`config.mk`:
```
export PLATFORM = sky130hd
export DESIGN_NAME = game_sprite_control
export DESIGN_NICKNAME = d
export VERILOG_FILES = /design/src/rtl/game_sprite_control.sv
export SDC_FILE = /design/constraint.sdc
export NUM_CORES = 1
export LEC_CHECK = 0
export CORE_MARGIN = 8
export CORE_UTILIZATION = 53
export DETAILED_ROUTE_END_ITERATION = 16
export DONT_BUFFER_PORTS = 1
export PLACE_DENSITY = 0.68
export SETUP_SLACK_MARGIN = 0.4
export SLEW_MARGIN = 30
export SYNTH_ARGS = -nofsm -noshare
export SYNTH_HDL_FRONTEND = slang
export SYNTH_SLANG_ARGS = --single-unit
```
`constraint.sdc`:
```
create_clock -name clk -period 4.7 [get_ports clk]
set_input_delay 0.94 -clock clk [delete_from_list [all_inputs] [get_ports clk]]
set_output_delay 0.94 -clock clk [all_outputs]
set_load 0.005 [all_outputs]
```
`src/rtl/game_sprite_control.sv`:
```
// Per-sprite motion sequencer: loads a start position on launch, steps it every
// STROBES_PER_MOVE frame strobes, and retires the sprite once it leaves the screen.
module game_sprite_control #(
  parameter int X_WIDTH          = 10,
  parameter int Y_WIDTH          = 10,
  parameter int DX_WIDTH         = 4,
  parameter int DY_WIDTH         = 4,
  parameter int START_X          = 0,
  parameter int START_Y          = 0,
  parameter int STROBES_PER_MOVE = 1
) (
  input  logic                clk,
  input  logic                reset,
  input  logic                sprite_enable_update,
  input  logic                launch,
  input  logic [DX_WIDTH-1:0] launch_dx,
  input  logic [DY_WIDTH-1:0] launch_dy,
  input  logic                sprite_out_of_screen,
  output logic [X_WIDTH-1:0]  sprite_x,
  output logic [Y_WIDTH-1:0]  sprite_y,
  output logic                sprite_active,
  output logic                done
);

  localparam int PS_W = (STROBES_PER_MOVE > 1) ? $clog2(STROBES_PER_MOVE) : 1;
  localparam logic [X_WIDTH-1:0] START_X_V = X_WIDTH'(START_X);
  localparam logic [Y_WIDTH-1:0] START_Y_V = Y_WIDTH'(START_Y);
  localparam logic [PS_W-1:0]    PS_LAST   = PS_W'(STROBES_PER_MOVE - 1);

  typedef enum logic [1:0] {
    IDLE   = 2'd0,
    ACTIVE = 2'd1,
    RETIRE = 2'd2
  } state_t;

  state_t                r_state;
  logic [X_WIDTH-1:0]    r_x;
  logic [Y_WIDTH-1:0]    r_y;
  logic [DX_WIDTH-1:0]   r_dx;
  logic [DY_WIDTH-1:0]   r_dy;
  logic [PS_W-1:0]       r_prescaler;
  logic                  r_moved;
  logic                  r_active;
  logic                  r_done;

  logic                  w_ps_last;
  logic [X_WIDTH-1:0]    w_next_x;
  logic [Y_WIDTH-1:0]    w_next_y;

  function automatic logic [X_WIDTH-1:0] sext_x(input logic [DX_WIDTH-1:0] d);
    return {{(X_WIDTH-DX_WIDTH){d[DX_WIDTH-1]}}, d};
  endfunction

  function automatic logic [Y_WIDTH-1:0] sext_y(input logic [DY_WIDTH-1:0] d);
    return {{(Y_WIDTH-DY_WIDTH){d[DY_WIDTH-1]}}, d};
  endfunction

  // Position arithmetic wraps modulo the coordinate width by construction.
  assign w_ps_last = (r_prescaler == PS_LAST);
  assign w_next_x  = r_x + sext_x(r_dx);
  assign w_next_y  = r_y + sext_y(r_dy);

  // Sequencer state, position and handshake outputs.
  always_ff @(posedge clk) begin
    if (reset) begin
      r_state     <= IDLE;
      r_x         <= START_X_V;
      r_y         <= START_Y_V;
      r_dx        <= '0;
      r_dy        <= '0;
      r_prescaler <= '0;
      r_moved     <= 1'b0;
      r_active    <= 1'b0;
      r_done      <= 1'b0;
    end else begin
      r_done <= 1'b0;
      if (launch) begin
        r_state     <= ACTIVE;
        r_x         <= START_X_V;
        r_y         <= START_Y_V;
        r_dx        <= launch_dx;
        r_dy        <= launch_dy;
        r_prescaler <= '0;
        r_moved     <= 1'b0;
        r_active    <= 1'b1;
      end else begin
        case (r_state)
          IDLE: begin
            r_state <= IDLE;
          end
          ACTIVE: begin
            // Off-screen is only trusted after the first step, so a lagging or
            // off-screen start position cannot retire the sprite immediately.
            if (sprite_enable_update) begin
              if (r_moved && sprite_out_of_screen) begin
                r_state  <= RETIRE;
                r_active <= 1'b0;
                r_done   <= 1'b1;
              end else if (w_ps_last) begin
                r_x         <= w_next_x;
                r_y         <= w_next_y;
                r_prescaler <= '0;
                r_moved     <= 1'b1;
              end else begin
                r_prescaler <= r_prescaler + PS_W'(1);
              end
            end else begin
              r_state <= ACTIVE;
            end
          end
          RETIRE: begin
            r_state <= IDLE;
          end
          default: begin
            r_state  <= IDLE;
            r_active <= 1'b0;
          end
        endcase
      end
    end
  end

  assign sprite_x      = r_x;
  assign sprite_y      = r_y;
  assign sprite_active = r_active;
  assign done          = r_done;

endmodule

```
==> impl_metrics.json <==
{
  "dp_slack_ns": 2.09,
  "met2WireLength_mm": 1.99,
  "pwr-share-clk": 0.376,
  "setup.worst_path.end_class": "flip-flop",
  "antenna_found_initial": 0,
  "peakVddDrop_mv": 0.198,
  "cts_buffer_depth": 2,
  "synthSimpleGateAreaFrac": 0.246,
  "gr-usage-all-layers": 0.158,
  "reg2reg_from": "r_dy[3]",
  "drt_wl_total_mm": 4.74,
  "fin_ws_ns": 2.45,
  "start_util": 0.536,
  "p_total_uw": 565,
  "nFillCells": 389,
  "cts_tree": "done",
  "outcome": "finished clean",
  "cts_hold_buf": 0,
  "synth_fa_ha_area_frac": 0.126,
  "htreeDepth": 2,
  "final_design_area_no_fill_um2": 2210,
  "rsz0062_at_grt": "no",
  "crit_type": "reg -> reg",
  "rrSetupSlack_ns": 2.45,
  "port_buffers": 0,
  "start_kind": "flip-flop",
  "setup_violations": 0,
  "synth.avg_cell_area_um2": 8.50,
  "yosysSeqAreaShare": 0.315,
  "cts_root_buffer": "clkbuf_8",
  "clock_latency_ns": 0.29,
  "hold_class": "reg -> reg",
  "rows": 23,
  "synth_xor_area_frac": 0.00417,
  "power.leakage_nw": 0.905,
  "ctsResizeCount": 0,
  "worst_slew_pin_slew_ns": 0.921,
  "p_sw_uw": 154,
  "timing.rr.end": "sprite_y[9]",
  "gp_congestion": 0.787,
  "ys_ff_latch": 33,
  "die_area_um2": 6230,
  "fin_tns_setup_ns": 0,
  "avgRoutedWirePerCell_um": 16.1,
  "dpl_cell_area_um2": 2120,
  "first_pass_iters": 4,
  "io_pins": 35,
  "fp.dieH_um": 78.9,
  "vias_per_cell": 6.05,
  "highest_layer": "met4",
  "grt_pass1_vias": 1653,
  "drtIter0Drc": 162,
  "hold_violations": 0,
  "ant_nets": 0,
  "crit_start": "r_dy[3]",
  "maxSlewHeadroom": 0.386,
  "placedCellCount": 287,
  "ys.flop_type": "dfxtp_1",
  "grt_pass1_wl_mm": 8.02,
  "cts_sinks": 33,
  "p_per_area_nw_per_um2": 256,
  "reg2regPathDepth": 6,
  "worst-path-max-fanout": 11,
  "seqPwrFrac": 0.524,
  "vias": 1786,
  "cp_cell_sequence": "ha_1 -> a21o_2 -> a31oi_1 -> a21oi_1 -> a41o_1 -> or3_1",
  "synth_edf_count": 0,
  "hold_ws_ns": 0.498,
  "met3WireLength_um": 348,
  "synth_compound_area_frac": 0.226,
  "crit_slowest_cell": "dfxtp_1",
  "cts_buffers": 5,
  "cp-endpoint": "sprite_y[9]",
  "swShare": 0.273,
  "core_um2": 3910,
  "fmax_ghz": 0.444,
  "drv_slew": 0,
  "dpl.hpwl_mm": 3.38,
  "synth_top_family_by_area": "simple AND/OR/NAND/NOR gates",
  "met1Wirelength_mm": 2.34,
  "grt_max_degree": 32,
  "p_int_uw": 411,
  "clock_skew_ns": 0.00704,
  "clk_pin_slew_worst_paths_ns": 0.07,
  "synth_fp_nets": 280,
  "drc": 0,
  "cp.arrival_ns": 2.43,
  "combPwrFrac": 0.099,
  "netlist_area_um2": 2100,
  "synth_cells": 247,
  "slowest_delay_ns": 0.59,
  "fin_util": 0.565,
  "cts_setup_buffers": 0,
  "synthArstFlopShare": 0,
  "synthDistinctLibCells": 51,
  "grt_overflow": 0,
  "period_minus_slack_ns": 2.25,
  "dieWidth_um": 78.9,
  "yosysWarnings": 0,
  "area_growth_pct": 5.36,
  "period_share": 0.479,
  "maxCapViolations": 0,
  "diodes": 0,
  "cp.required_ns": 4.88,
  "drive_above_1_share": 0.0612,
  "nets": 277,
  "synthMuxAreaShare": 0.0483,
  "final-instance-count-excl-fill": 295
}
## layout by cell type (no fill, tap or decap), types with 2 or more instances in the layout
master    instances
dfxtp_1          33
nor2_1           20
nand2_1          20
a21oi_1          19
ha_1             18
nand3_1          12
mux2i_1           9
nand4_1           7
o211ai_1          7
or3_1             6
inv_1             5
o21ai_0           5
and3_1            5
nor3_1            5
nor2b_1           5
a211oi_1          5
clkbuf_8          5
a31oi_1           4
o21a_1            4
a21o_1            3
nor3b_1           3
nor4b_1           3
a211o_1           3
nand4b_1          2
a2111o_1          2
o21bai_1          2
a41oi_1           2
nor4_1            2
or4_1             2
fa_1              2
clkinv_2          2
buf_4             2
## synth_stat cells (6+ instances only)
| cell type | number | share of area |
|---|---|---|
| dfxtp_1 | 33 | 0.31 |
| nand2_1 | 21 | 0.038 |
| nor2_1 | 20 | 0.036 |
| a21oi_1 | 19 | 0.045 |
| ha_1 | 18 | 0.11 |
| nand3_1 | 12 | 0.029 |
| mux2i_1 | 9 | 0.043 |
| clkbuf_1 | 7 | 0.013 |
| nand4_1 | 7 | 0.021 |
| o211ai_1 | 7 | 0.025 |
| or3_1 | 6 | 0.018 |
## final cells by class
cell class | count | area, um^2 | area share
Multi-Input combinational cell | 197 | 1370 | 0.619
Sequential cell | 33 | 661 | 0.299
Clock buffer | 5 | 68.8 | 0.0311
Tap cell | 50 | 62.6 | 0.0283
Inverter | 5 | 18.8 | 0.00848
Clock inverter | 3 | 17.5 | 0.00792
Timing Repair Buffer | 2 | 15.0 | 0.00679
## cell families after synthesis
group                    count (synthesis)
AND/OR/NAND/NOR                         98
AO/OA/AOI/OAI                           68
flip-flops                              33
adder cells (fa/ha/maj)                 20
buffers and inverters                   17
multiplexers                            10
XOR/XNOR                                 1
## flip-flops by register name (all words and copies together), names as in the netlist
signal	cells
sprite_x	10
sprite_y	10
r_dx	4
r_dy	4
r_state	2
done	1
r_moved	1
sprite_active	1
## worst max-delay path, delay by kind of cell, from the launching register on
| kind | cells | cell delay [ns] |
|---|---|---|
| adders and majority gates | 1 | 0.37 |
| and+or+nand+nor | 1 | 0.35 |
| DFF | 1 | 0.59 |
| AOI/OAI and AO/OA | 4 | 0.82 |
## power groups by stage
stage	clock, mW	combinational (mW)	sequential (mW)
floorplan	0	0.0497	0.300
global placement	0	0.0555	0.303
detailed placement	0	0.0560	0.303
CTS	0.221	0.0561	0.296
global route	0.235	0.0638	0.298
finish	0.213	0.0562	0.296
## worst min-delay path by stage
stage	from	endpoint	slack [ns]	cells after the start
3_3_place_gp	r_dy[2]	r_dy[2]	0.49	2
4_1_cts	sprite_x[4]	sprite_x[4]	0.50	2
2_1_floorplan	r_dx[0]	r_dx[0]	0.46	2
5_1_grt	sprite_x[3]	sprite_x[3]	0.52	2
3_5_place_dp	sprite_x[4]	sprite_x[4]	0.49	2
6_report	sprite_x[3]	sprite_x[3]	0.50	2
## per-layer routing
metal | track usage | vias to the layer above
met5 | 0 | -
met4 | 0.0556 | 0
met3 | 0.0632 | 6
met2 | 0.234 | 37
met1 | 0.203 | 808
li1 | - | 935
Power figures use the tool's default switching activity.
